[src/rtl/fib_seq_engine.sv]
// Fibonacci sequencing stage: on an accepted start request it streams
// F(0)..F(n) mod 2^WIDTH over a valid/ready handshake, tagging each beat
// with its index, a last marker and a sticky overflow flag.
module fib_seq_engine #(
  parameter int WIDTH = 8,
  parameter int NBITS = 5
) (
  input  logic             clk,
  input  logic             CLR,
  input  logic             start,
  input  logic [NBITS-1:0] n,
  output logic             busy,
  output logic             o_valid,
  input  logic             o_ready,
  output logic [WIDTH-1:0] o_data,
  output logic [NBITS-1:0] o_idx,
  output logic             o_last,
  output logic             o_ovf
);

  typedef enum logic {
    S_IDLE = 1'b0,
    S_EMIT = 1'b1
  } state_t;

  state_t             r_state;
  logic [WIDTH-1:0]   r_a;
  logic [WIDTH-1:0]   r_b;
  logic [NBITS-1:0]   r_k;
  logic [NBITS-1:0]   r_n_lat;
  logic               r_a_wrap;
  logic               r_b_wrap;
  logic               r_last;

  state_t             w_state_nxt;
  logic [WIDTH-1:0]   w_a_nxt;
  logic [WIDTH-1:0]   w_b_nxt;
  logic [NBITS-1:0]   w_k_nxt;
  logic [NBITS-1:0]   w_n_lat_nxt;
  logic               w_a_wrap_nxt;
  logic               w_b_wrap_nxt;
  logic               w_last_nxt;

  // One extra bit on the sum keeps the carry out of a+b for the wrap flag.
  logic [WIDTH:0]     w_sum;
  logic [NBITS-1:0]   w_k_inc;
  logic               w_fire;

  assign w_sum   = {1'b0, r_a} + {1'b0, r_b};
  assign w_k_inc = r_k + 1'b1;
  assign w_fire  = (r_state == S_EMIT) && o_ready;

  // Next-state and next-datapath decode for the IDLE/EMIT sequencer.
  always_comb begin
    // NOTE: every signal gets a hold/default value first so no path leaves
    // one unassigned; that is what keeps this block from inferring latches.
    w_state_nxt  = r_state;
    w_a_nxt      = r_a;
    w_b_nxt      = r_b;
    w_k_nxt      = r_k;
    w_n_lat_nxt  = r_n_lat;
    w_a_wrap_nxt = r_a_wrap;
    w_b_wrap_nxt = r_b_wrap;
    w_last_nxt   = r_last;

    unique case (r_state)
      S_IDLE: begin
        if (start) begin
          w_state_nxt  = S_EMIT;
          w_n_lat_nxt  = n;
          w_a_nxt      = '0;
          w_b_nxt      = WIDTH'(1);
          w_k_nxt      = '0;
          w_a_wrap_nxt = 1'b0;
          w_b_wrap_nxt = 1'b0;
          w_last_nxt   = (n == '0);
        end
      end

      S_EMIT: begin
        if (w_fire) begin
          if (r_k == r_n_lat) begin
            // Final beat taken: park the datapath in its reset values so
            // all outputs read zero while idle.
            w_state_nxt  = S_IDLE;
            w_a_nxt      = '0;
            w_b_nxt      = WIDTH'(1);
            w_k_nxt      = '0;
            w_a_wrap_nxt = 1'b0;
            w_b_wrap_nxt = 1'b0;
            w_last_nxt   = 1'b0;
          end else begin
            w_a_nxt      = r_b;
            w_b_nxt      = w_sum[WIDTH-1:0];
            w_k_nxt      = w_k_inc;
            w_a_wrap_nxt = r_b_wrap;
            // Sticky: once any earlier term wrapped, every later term's
            // true value is also out of range.
            w_b_wrap_nxt = w_sum[WIDTH] | r_a_wrap | r_b_wrap;
            w_last_nxt   = (w_k_inc == r_n_lat);
          end
        end
      end

      default: w_state_nxt = S_IDLE;
    endcase
  end

  // State and datapath registers; CLR overrides any start or handshake.
  always_ff @(posedge clk) begin
    // NOTE: sequential state uses non-blocking assignments so every flop
    // samples the pre-edge values regardless of statement order.
    if (CLR) begin
      r_state  <= S_IDLE;
      r_a      <= '0;
      r_b      <= WIDTH'(1);
      r_k      <= '0;
      r_n_lat  <= '0;
      r_a_wrap <= 1'b0;
      r_b_wrap <= 1'b0;
      r_last   <= 1'b0;
    end else begin
      r_state  <= w_state_nxt;
      r_a      <= w_a_nxt;
      r_b      <= w_b_nxt;
      r_k      <= w_k_nxt;
      r_n_lat  <= w_n_lat_nxt;
      r_a_wrap <= w_a_wrap_nxt;
      r_b_wrap <= w_b_wrap_nxt;
      r_last   <= w_last_nxt;
    end
  end

  // Outputs come straight from flops, so they are glitch-free and hold
  // steady across stalled cycles.
  assign busy    = (r_state == S_EMIT);
  assign o_valid = (r_state == S_EMIT);
  assign o_data  = r_a;
  assign o_idx   = r_k;
  assign o_last  = r_last;
  assign o_ovf   = r_a_wrap;

endmodule
[config.mk]
export PLATFORM = sky130hd
export DESIGN_NAME = fib_seq_engine
export DESIGN_NICKNAME = d
export VERILOG_FILES = /design/src/rtl/fib_seq_engine.sv
export SDC_FILE = /design/constraint.sdc
export NUM_CORES = 1
export LEC_CHECK = 0
export CORE_AREA = 2 2 57 59
export CTS_CLUSTER_DIAMETER = 100
export CTS_CLUSTER_SIZE = 24
export DETAILED_ROUTE_END_ITERATION = 8
export DIE_AREA = 0 0 59 61
export GPL_TIMING_DRIVEN = 0
export MAX_ROUTING_LAYER = met4
export PLACE_DENSITY = 0.87
export SLEW_MARGIN = 15
export SYNTH_ARGS = -nofsm -noshare
export SYNTH_HDL_FRONTEND = slang
export SYNTH_SLANG_ARGS = --single-unit
[constraint.sdc]
create_clock -name clk -period 2.7 [get_ports clk]
set_input_delay 0.54 -clock clk [delete_from_list [all_inputs] [get_ports clk]]
set_output_delay 0.54 -clock clk [all_outputs]
set_load 0.1 [all_outputs]
# Word level (Yosys, flattened, before mapping)
# Cells that the tools add are included.
totals:
  latch_bits: 0
  output_inout_bits: 17
  ram_bits: 0
  in_bits: 9
  ff_bits: 30
  rom_bits: 0
  elab_cells: 48
  memories: 0
op_classes:
  n_addsub: 2
  magnitude_cmp: 0
  reduce_logical: 4
  div_mod_pow: 0
  n_mul: 0
  eq_ne: 4
  shift: 0
  muxes: 27
  bitwise_logic: 3
ops:
  columns: ["operator", "n"]
  rows:
  - ["$mux W8", 6]
  - ["$pmux W8 S2", 2]
  - ["$mux W5", 3]
  - ["$mux W1", 11]
  - ["$eq A5 B5 Y1", 2]
  - ["$pmux W5 S2", 1]
  - ["$add A8 B8 Y9", 1]
  - ["$pmux W1 S2", 4]
  - ["$add A5 B1 Y5 const B", 1]
  - ["$logic_not A5 Y1", 1]
  - ["$reduce_and A2 Y1", 2]
  - ["$ne A2 B1 Y1 const B", 1]
  - ["$ne A2 B2 Y1 const B", 1]
  - ["$or A1 B1 Y1", 2]
  - ["$logic_and A1 B1 Y1", 1]
  - ["$not A1 Y1", 1]

# Longest topological paths before layout
# Gate-level depths: netlist of run 1.
depth:
  ltp_word: 6
  ltp_mapped: 7
  mapped_depth_nobuf: 7

# Worst setup path after synthesis of run 1
# OpenSTA, ideal clock, no wires.
synth_path:
  path_kind: "register to register"
  from: "register r_a[0], in the netlist o_data[0]"
  to: "register r_b_wrap"
  setup_time_ps: 129
  setup_slack_ps: 35
  period_less_slack_ps: 2665
  required_time_ps: 2571
  path_stages_with_launch: 8
  t_arrival_ps: 2536
  path_buffers: 0
  cell_sequence: "dfxtp_1 ha_1 fa_1 a211oi_1 nor2_1 or3_1 a311o_1 o2bb2ai_1"
synth_via:
  elab_chain_cells: 6
synth_rtl:
  columns: ["element", "line", "rtl"]
  rows:
  - ["start, declared", "27", "logic [WIDTH-1:0] r_a;"]
  - ["start signal, assigned", "124", "r_a <= w_a_nxt;"]
  - ["$add A8 B8 Y9", "49", "assign w_sum = {1'b0, r_a} + {1'b0, r_b};"]
  - ["$or A1 B1 Y1 (2 in a row)", "99", "w_b_wrap_nxt = w_sum[WIDTH] | r_a_wrap | r_b_wrap;"]
  - ["$mux W1", "82", "if (r_k == r_n_lat) begin"]
  - ["$mux W1", "81", "if (w_fire) begin"]
  - ["$pmux W1 S2", "66", "unique case (r_state)"]
  - ["end signal, assigned", "129", "r_b_wrap <= w_b_wrap_nxt;"]
  - ["end, declared", "32", "logic r_b_wrap;"]
# Every way passes these cells. The select of a mux whose other input is x is not followed.
# A chain may end at the register's enable or synchronous reset.

# Final worst setup path of run 1
layout_path:
  from: "register r_k[2], in the netlist o_idx[2]"
  to: "output port o_idx[2]"
layout_lines:
  columns: ["element", "line", "rtl"]
  rows:
  - ["start, declared", "29", "logic [NBITS-1:0] r_k;"]
  - ["start signal, assigned", "126", "r_k <= w_k_nxt;"]
  - ["end, declared", "16", "output logic [NBITS-1:0] o_idx,"]
# No word-level cell between the ends.

==> flow_metrics.py, run 1 <==
metrics = {
    "clock_tree": {
        "worstSkewPairLatency_ns": 0.34,
        "cts.repair.resized": 0,
        "clk_path_buf_depth": 2,
        "ctsRootBufferMaster": "clkbuf_4",
        "ctsHoldBuffers": 0,
        "cts_setup_buffers": 0,
        "cts_inserted_buffers": 5,
        "cts_tree": "done",
        "clkTransAtPathRegs_ns": 0.09,
        "h-tree-depth": 2,
        "cts.sinks": 30,
    },
    "yosys": {
        "synth.mux.area_fraction": 0.0472,
        "yosys.area.top_type_share": 0.398,
        "synth_top_area_cell": "dfxtp_1",
        "synthCells": 149,
        "synth-xor-area-share": 0.0812,
        "synth_compound_area_frac": 0.212,
        "syn_nets": 168,
        "synth_top_family_by_area": "compound AO/OA/AOI/OAI gates",
        "synthTopCellsByArea": "dfxtp_1, ha_1, xnor2_1",
        "synth_edf_count": 0,
        "synthArstFlopShare": 0,
        "syn_area_per_cell_um2": 10.1,
        "yosys_register_bits": 30,
        "synth_area_um2": 1510,
        "yosysWarnings": 0,
        "synth_simple_gate_area_frac": 0.145,
        "seq_area_frac_synth": 0.398,
        "ys.flop_type": "dfxtp_1",
        "synth_adder_area_share": 0.0878,
        "synth_cell_type_count": 44,
    },
    "layout": {
        "final_common_cell": "dfxtp_1",
        "fin_area_um2": 1860,
        "diodes": 0,
        "drive_above_1_share": 0.137,
        "syn_to_final_growth_pct": 23.3,
        "fin_cells": 215,
        "final_cell_mix": "dfxtp_1, clkdlybuf4s50_1, nor2_1",
        "nNetsFinal": 200,
    },
    "sta": {
        "fin_crit_sh": 0.938,
        "maxSlewHeadroom": 0.348,
        "fin_tns_setup_ns": 0,
        "report.final.slew_viol_count": 0,
        "grt_setup_unrepaired": "no",
        "holdWs_ns": 0.463,
        "hold_violations": 0,
        "max_freq_mhz": 395,
        "skew_ns": 0.0113,
        "period_needed_ns": 2.53,
        "tightest_slew_ns": 0.976,
        "finalSetupViolations": 0,
    },
    "worst_setup_path": {
        "critPathCapture": "o_idx[2]",
        "end_kind": "output port",
        "reg2reg_depth": 7,
        "rr_endpoint": "r_b_wrap",
        "arrival_ns": 1.99,
        "cp_max_fo": 6,
        "path_class": "reg2out",
        "crit_family": "buffers and inverters",
        "critical_path_required_ns": 2.16,
        "cp-startpoint": "o_idx[2]",
        "slowest_delay_ns": 1.19,
        "path_cells": "clkdlybuf4s50_1",
        "cpMaxStageDelayCell": "clkdlybuf4s50_1",
        "worstReg2RegStart": "o_data[0]",
        "critical_path_depth": 1,
        "crit_buf_inv": 1,
        "r2r_slack_ns": 0.40,
        "start_kind": "flop",
    },
    "detailed_routing": {
        "wl_met2_mm": 1.71,
        "vias_per_cell": 5.86,
        "wl_met3_um": 167,
        "highest_layer": "met4",
        "wl_mm": 3.38,
        "ant_nets": 0,
        "drc": 0,
        "vias": 1260,
        "met1_length_mm": 1.39,
        "first_pass_iters": 4,
        "wl_per_cell_um": 15.7,
        "first_iter_violations": 41,
    },
    "flow_run": {
        "maxCapViolCount": 0,
    },
    "floorplanning": {
        "initial_core_util": 0.511,
        "die_area_um2": 3600,
        "die_w_um": 59,
        "fp.coreArea_um2": 2950,
        "die_h_um": 61,
        "rows": 20,
        "num_io_pins": 26,
    },
    "place": {
        "place_area_um2": 1800,
        "dp_hpwl_mm": 2.41,
        "io_buffers": 25,
        "post-place-cells": 207,
        "place_congestion": 0.820,
    },
    "run_status": {
        "status": "finished, final reports clean",
    },
    "global_route": {
        "grt_max_degree": 11,
        "grt_usage": 0.227,
        "grt_pass1_vias": 1276,
        "grt-ovfl-total": 0,
        "grt_antenna_before_repair": 0,
        "grt_pass1_wl_mm": 5.71,
    },
    "worst_hold_path": {
        "hold_class": "reg2reg",
    },
    "pwr": {
        "p_per_area_nw_per_um2": 478,
        "leakage_nw": 0.799,
        "total_power_mw": 0.890,
        "peakVddDrop_mv": 0.324,
    },
}
worst min-delay path by stage:
| stage | from | endpoint | slack [ns] | cells past startpoint |
|---|---|---|---|---|
| 2_1_floorplan | r_b_wrap | r_b_wrap | 0.42 | 2 |
| 3_3_place_gp | r_b_wrap | r_b_wrap | 0.44 | 2 |
| 3_5_place_dp | r_b_wrap | r_b_wrap | 0.46 | 2 |
| 4_1_cts | r_b_wrap | r_b_wrap | 0.47 | 2 |
| 5_1_grt | r_b_wrap | r_b_wrap | 0.49 | 2 |
| 6_report | r_b_wrap | r_b_wrap | 0.46 | 2 |
routing by layer:
layer	GRT usage	up-vias
li1	-	621
met1	0.234	584
met2	0.383	42
met3	0.0725	13
met4	0.123	0
met5	-	-
area by class of cell:
class                           instances  area [um^2]
Sequential cell                        30          601
Multi-Input combinational cell        112          866
Fill cell                             253         1090
Clock inverter                          1         5.00
Clock buffer                            7         55.1
Inverter                                1         3.75
Timing Repair Buffer                   25          250
Buffer                                  6         40.0
Tap cell                               33         41.3
worst register-to-register path, cell delays in order, from the launching register on:
cell	delay, ns
dfxtp_1	0.34
ha_1	0.25
fa_1	0.43
a211oi_1	0.25
nor2_1	0.12
or3_1	0.35
a311o_1	0.32
o2bb2ai_1	0.12
logic make-up after synthesis:
family,after synthesis
fa+ha+maj,10
compound gates,40
mux,7
flops,30
buf+inv,7
simple gates,41
xor+xnor,14
state kept, by name, summed over array words and instances, names as in the netlist:
name,cells
o_idx,5
r_b_wrap,1
o_ovf,1
r_b,8
busy,1
o_last,1
o_data,8
r_n_lat,5
synthesized netlist by cell type (all sizes together) (2+ instances only):
cell type and count:
a211oi 5, a21o 3, a22o 14, a32o 2, buf 5, dfxtp 30
ha 9, mux2i 6, nand2 2, nand3 4, nand4 2, nor2 21
nor3 2, o21ai 6, o22ai 2, or3 2, xnor2 9, xor2 5
stage by stage:
step	worst slack, ns	utilization
detailed placement	0.407	0.610
global route	0.0965	0.631
finish	0.167	0.631
global placement	0.441	0.610
floorplan	0.0346	-
CTS	0.164	0.631
report_power, final:
part           internal (mW)  switching [mW]  total (mW)
Sequential             0.452         0.00830       0.460
Clock                  0.126           0.160       0.286
Combinational         0.0513          0.0921       0.143
Total                  0.629           0.261       0.890
(Power assumes the default switching activity.)
==> run 2, diff against run 1 <==
--- a/config.mk
+++ b/config.mk
@@ -10,7 +10,6 @@
 export CTS_CLUSTER_SIZE = 24
 export DETAILED_ROUTE_END_ITERATION = 8
 export DIE_AREA = 0 0 59 61
-export GPL_TIMING_DRIVEN = 0
 export MAX_ROUTING_LAYER = met4
 export PLACE_DENSITY = 0.87
 export SLEW_MARGIN = 15
==> run 2 against run 1 <==
Net effect: fmax up 9.3%; sequential cell count unchanged; utilization down 2.0 points; first-iteration DRC count shrank 39%; power decreased by 1.2%; cell count down 1.4%; critical path type is now reg2reg; largest cell class unchanged.
==> flow_metrics.py, run 2 (synthesis results as in run 1) <==
metrics = {
    "sta": {
        "period_needed_ns": 2.32,
        "hold_violations": 0,
        "skew_ns": 0.00860,
        "maxSlewHeadroom": 0.643,
        "tightest_slew_ns": 0.530,
        "max_freq_mhz": 431,
        "fin_crit_sh": 0.858,
        "finalSetupViolations": 0,
        "fin_tns_setup_ns": 0,
        "report.final.slew_viol_count": 0,
        "holdWs_ns": 0.461,
        "setup_slack_ns": 0.382,
        "grt_setup_unrepaired": "no",
    },
    "global_route": {
        "grt_pass1_wl_mm": 5.45,
        "grt_usage": 0.209,
        "grt-ovfl-total": 0,
        "grt_pass1_vias": 1267,
        "grt_max_degree": 19,
        "grt_antenna_before_repair": 0,
    },
    "layout": {
        "nNetsFinal": 197,
        "fin_util": 0.610,
        "fin_cells": 212,
        "syn_to_final_growth_pct": 19.3,
        "diodes": 0,
        "drive_above_1_share": 0.223,
        "multi_input_area_um2": 866,
        "regArea_um2": 601,
        "final_common_cell": "dfxtp_1",
        "fill_cells": 246,
        "fin_area_um2": 1800,
        "final_cell_mix": "dfxtp_1, nor2_1, buf_4",
    },
    "place": {
        "place_area_um2": 1740,
        "io_buffers": 25,
        "place_congestion": 0.840,
        "dpl_worst_slack_ns": 0.391,
        "dp_hpwl_mm": 2.38,
        "post-place-cells": 204,
    },
    "worst_setup_path": {
        "cp_max_fo": 3,
        "start_kind": "flop",
        "cp-startpoint": "o_data[0]",
        "path_class": "reg2reg",
        "arrival_ns": 2.53,
        "end_kind": "flop",
        "critical_path_required_ns": 2.91,
        "worstReg2RegStart": "o_data[0]",
    },
    "clock_tree": {
        "cts.repair.resized": 0,
        "cts_inserted_buffers": 5,
        "cts_setup_buffers": 0,
        "clk_path_buf_depth": 2,
        "worstSkewPairLatency_ns": 0.33,
        "ctsRootBufferMaster": "clkbuf_4",
        "cts_tree": "done",
        "clkTransAtPathRegs_ns": 0.10,
        "h-tree-depth": 2,
        "ctsHoldBuffers": 0,
        "cts.sinks": 30,
    },
    "floorplanning": {
        "num_io_pins": 26,
        "die_w_um": 59,
        "initial_core_util": 0.511,
        "rows": 20,
        "die_h_um": 61,
        "die_area_um2": 3600,
        "fp.coreArea_um2": 2950,
    },
    "detailed_routing": {
        "wl_per_cell_um": 14.8,
        "wl_met2_mm": 1.61,
        "wl_met3_um": 152,
        "highest_layer": "met4",
        "wl_mm": 3.13,
        "met1_length_mm": 1.29,
        "first_iter_violations": 25,
        "vias_per_cell": 6.00,
        "vias": 1273,
        "first_pass_iters": 4,
        "ant_nets": 0,
        "drc": 0,
    },
    "run_status": {
        "status": "finished, final reports clean",
    },
    "pwr": {
        "leakage_nw": 0.821,
        "total_power_mw": 0.879,
        "peakVddDrop_mv": 0.325,
        "p_per_area_nw_per_um2": 488,
    },
    "worst_hold_path": {
        "hold_class": "reg2reg",
        "hp-start": "r_b_wrap",
    },
    "flow_run": {
        "maxCapViolCount": 0,
    },
}
## run 2: worst max-delay path: stages, from the launching register on
cell	delay [ns]
dfxtp_1	0.34
ha_1	0.24
fa_1	0.44
a211oi_1	0.29
nor2_1	0.11
or3_1	0.35
a311o_1	0.31
o2bb2ai_1	0.12
## run 2: metal layers
metal	up-vias	global-route usage
met3	8	0.0661
met2	37	0.351
met5	-	-
met4	0	0.0942
li1	618	-
met1	610	0.227
## run 2: path summary, 6_finish.rpt
path                    to  slack [ns]  cells past startpoint
setup / recovery  r_b_wrap        0.38                      7
hold / removal    r_b_wrap        0.46                      2
setup reg to reg  r_b_wrap        0.38                      7
hold reg to reg   r_b_wrap        0.46                      2
## run 2: cell type report
type	count	share of cell area
timing repair buffer	28	0.128
inverter	1	0.00208
clock buffer	7	0.0306
sequential	30	0.333
multi-input combinational	112	0.481
clock inverter	1	0.00278
tap	33	0.0229
## run 2: where the power goes
part / switching [mW] / total, mW / internal [mW]
combinational: 0.0872 / 0.134 / 0.0467
sequential: 0.0112 / 0.463 / 0.452
clock: 0.157 / 0.283 / 0.126
==> run 3, diff against run 2 <==
--- a/config.mk
+++ b/config.mk
@@ -5,13 +5,15 @@
 export SDC_FILE = /design/constraint.sdc
 export NUM_CORES = 1
 export LEC_CHECK = 0
-export CORE_AREA = 2 2 57 59
+export CORE_AREA = 2 2 55 57
 export CTS_CLUSTER_DIAMETER = 100
 export CTS_CLUSTER_SIZE = 24
 export DETAILED_ROUTE_END_ITERATION = 8
-export DIE_AREA = 0 0 59 61
+export DIE_AREA = 0 0 57 59
+export DONT_BUFFER_PORTS = 1
 export MAX_ROUTING_LAYER = met4
-export PLACE_DENSITY = 0.87
+export PLACE_DENSITY = 0.8
+export RECOVER_POWER = 25
 export SLEW_MARGIN = 15
 export SYNTH_ARGS = -nofsm -noshare
 export SYNTH_HDL_FRONTEND = slang
==> run 3 against run 2 <==
Net effect: first-iteration DRC count shrank 16%; die area shrank 6.6%; register-to-register slack gained 0.05 ns; wire length shrank 7.8%; clock skew grew 0.0019 ns; cell count shrank 6.6%; critical path depth is the same; non-clock buffer count shrank 12; setup slack gained 0.049 ns; critical endpoint unchanged.
==> flow_metrics.py, run 3 (synthesis results as in run 1) <==
metrics = {
    "run_status": {
        "status": "finished, final reports clean",
    },
    "pwr": {
        "leakage_nw": 0.757,
        "peakVddDrop_mv": 0.417,
        "p_per_area_nw_per_um2": 534,
    },
    "clock_tree": {
        "cts.sinks": 30,
        "cts_setup_buffers": 0,
        "h-tree-depth": 2,
        "clk_path_buf_depth": 2,
        "clkTransAtPathRegs_ns": 0.10,
        "cts.repair.resized": 0,
        "ctsRootBufferMaster": "clkbuf_4",
        "ctsHoldBuffers": 0,
        "cts_inserted_buffers": 5,
        "cts_tree": "done",
        "worstSkewPairLatency_ns": 0.32,
    },
    "worst_hold_path": {
        "holdPathEnd": "r_b[2]",
        "hp-start": "CLR",
        "hold_path_depth": 1,
        "hold_class": "in2reg",
    },
    "layout": {
        "nNetsFinal": 185,
        "drive_above_1_share": 0.186,
        "syn_to_final_growth_pct": 11.4,
        "diodes": 0,
        "final_common_cell": "dfxtp_1",
        "fin_area_um2": 1680,
        "final_cell_mix": "dfxtp_1, nor2_1, buf_4",
    },
    "floorplanning": {
        "die_w_um": 57,
        "rows": 19,
        "fp.coreArea_um2": 2710,
        "die_area_um2": 3360,
        "initial_core_util": 0.557,
        "die_h_um": 59,
        "num_io_pins": 26,
    },
    "worst_setup_path": {
        "path_class": "reg2reg",
        "worstReg2RegStart": "r_b[0]",
        "end_kind": "flop",
        "reg2reg_depth": 7,
        "critical_path_required_ns": 2.90,
        "start_kind": "flop",
        "arrival_ns": 2.47,
        "cp_max_fo": 3,
        "path_cells": "ha_1 > fa_1 > a211oi_1 > nor2_1 > or3_1 > a311o_1 > o2bb2ai_1",
        "rr_endpoint": "r_b_wrap",
        "cpMaxStageDelayCell": "fa_1",
        "r2r_slack_ns": 0.43,
        "slowest_delay_ns": 0.43,
    },
    "global_route": {
        "grt_antenna_before_repair": 0,
        "grt_usage": 0.196,
        "grt_pass1_wl_mm": 4.98,
        "grt-ovfl-total": 0,
        "grt_max_degree": 19,
        "grt_pass1_vias": 1115,
    },
    "detailed_routing": {
        "ant_nets": 0,
        "first_pass_iters": 4,
        "wl_per_cell_um": 14.6,
        "vias": 1192,
        "wl_mm": 2.88,
        "drc": 0,
        "first_iter_violations": 21,
        "vias_per_cell": 6.02,
    },
    "sta": {
        "report.final.slew_viol_count": 0,
        "maxSlewHeadroom": 0.195,
        "period_needed_ns": 2.27,
        "max_freq_mhz": 441,
        "grt_setup_unrepaired": "no",
        "fin_tns_setup_ns": 0,
        "holdWs_ns": 0.266,
        "fin_crit_sh": 0.840,
        "finalSetupViolations": 0,
        "tightest_slew_ns": 1.21,
        "skew_ns": 0.0105,
        "hold_violations": 0,
    },
    "flow_run": {
        "maxCapViolCount": 0,
    },
    "place": {
        "place_congestion": 0.825,
        "place_area_um2": 1630,
        "io_buffers": 0,
        "dp_hpwl_mm": 2.16,
    },
}
run 3: cell count changes in the layout (fill, tap and decap cells not counted):
| cell | before | now |
|---|---|---|
| clkbuf_8 | 1 | 3 |
| clkdlybuf4s50_1 | 8 | 0 |
| clkinv_2 | 1 | 0 |
| buf_4 | 20 | 11 |
| nand4_1 | 1 | 2 |
| nand4_2 | 1 | 0 |
| clkbuf_1 | 1 | 5 |
run 3: area by class of cell:
| class | instances | area [um^2] |
|---|---|---|
| clock buffer | 8 | 78.8 |
| multi-input combinational | 112 | 860 |
| fill | 261 | 1030 |
| sequential | 30 | 601 |
| timing repair buffer | 16 | 101 |
| inverter | 1 | 3.75 |
| tap | 31 | 38.8 |
run 3: worst max path at each step:
stage	start	end	slack (ns)	cells past startpoint
floorplan	o_data[0]	r_b_wrap	0.03	7
global placement	o_data[0]	r_b_wrap	0.50	7
detailed placement	o_data[0]	r_b_wrap	0.46	7
CTS	o_data[0]	r_b_wrap	0.44	7
global route	o_data[0]	r_b_wrap	0.34	7
finish	r_b[0]	r_b_wrap	0.43	7
run 3: routing by layer:
layer  GRT usage  vias to the layer above  part of all wire
li1            -                      587                 -
met3      0.0633                        5             0.061
met1       0.223                      570              0.44
met2       0.323                       30              0.49
met5           -                        -                 0
met4      0.0731                        0             0.015
run 3: per-stage QoR:
| step | instances | setup WS [ns] | power (mW) | util |
|---|---|---|---|---|
| floorplan | 149 | 0.0346 | 0.571 | - |
| global placement | 190 | 0.501 | 0.580 | 0.602 |
| detailed placement | 190 | 0.462 | 0.583 | 0.602 |
| CTS | 198 | 0.441 | 0.909 | 0.631 |
| global route | 198 | 0.336 | 0.926 | 0.621 |
| finish | 198 | 0.432 | 0.898 | 0.621 |
run 3: worst max-delay path: cells and delay by family (launching register included):
kind	cells	cell delay, ns
compound gates	3	0.70
fa+ha+maj	2	0.65
flops	1	0.34
simple gates	2	0.46
run 3: where the power goes:
| part | switching, mW | internal [mW] | total [mW] |
|---|---|---|---|
| clock network | 0.151 | 0.178 | 0.329 |
| logic | 0.0677 | 0.0296 | 0.0973 |
| registers | 0.0202 | 0.452 | 0.472 |
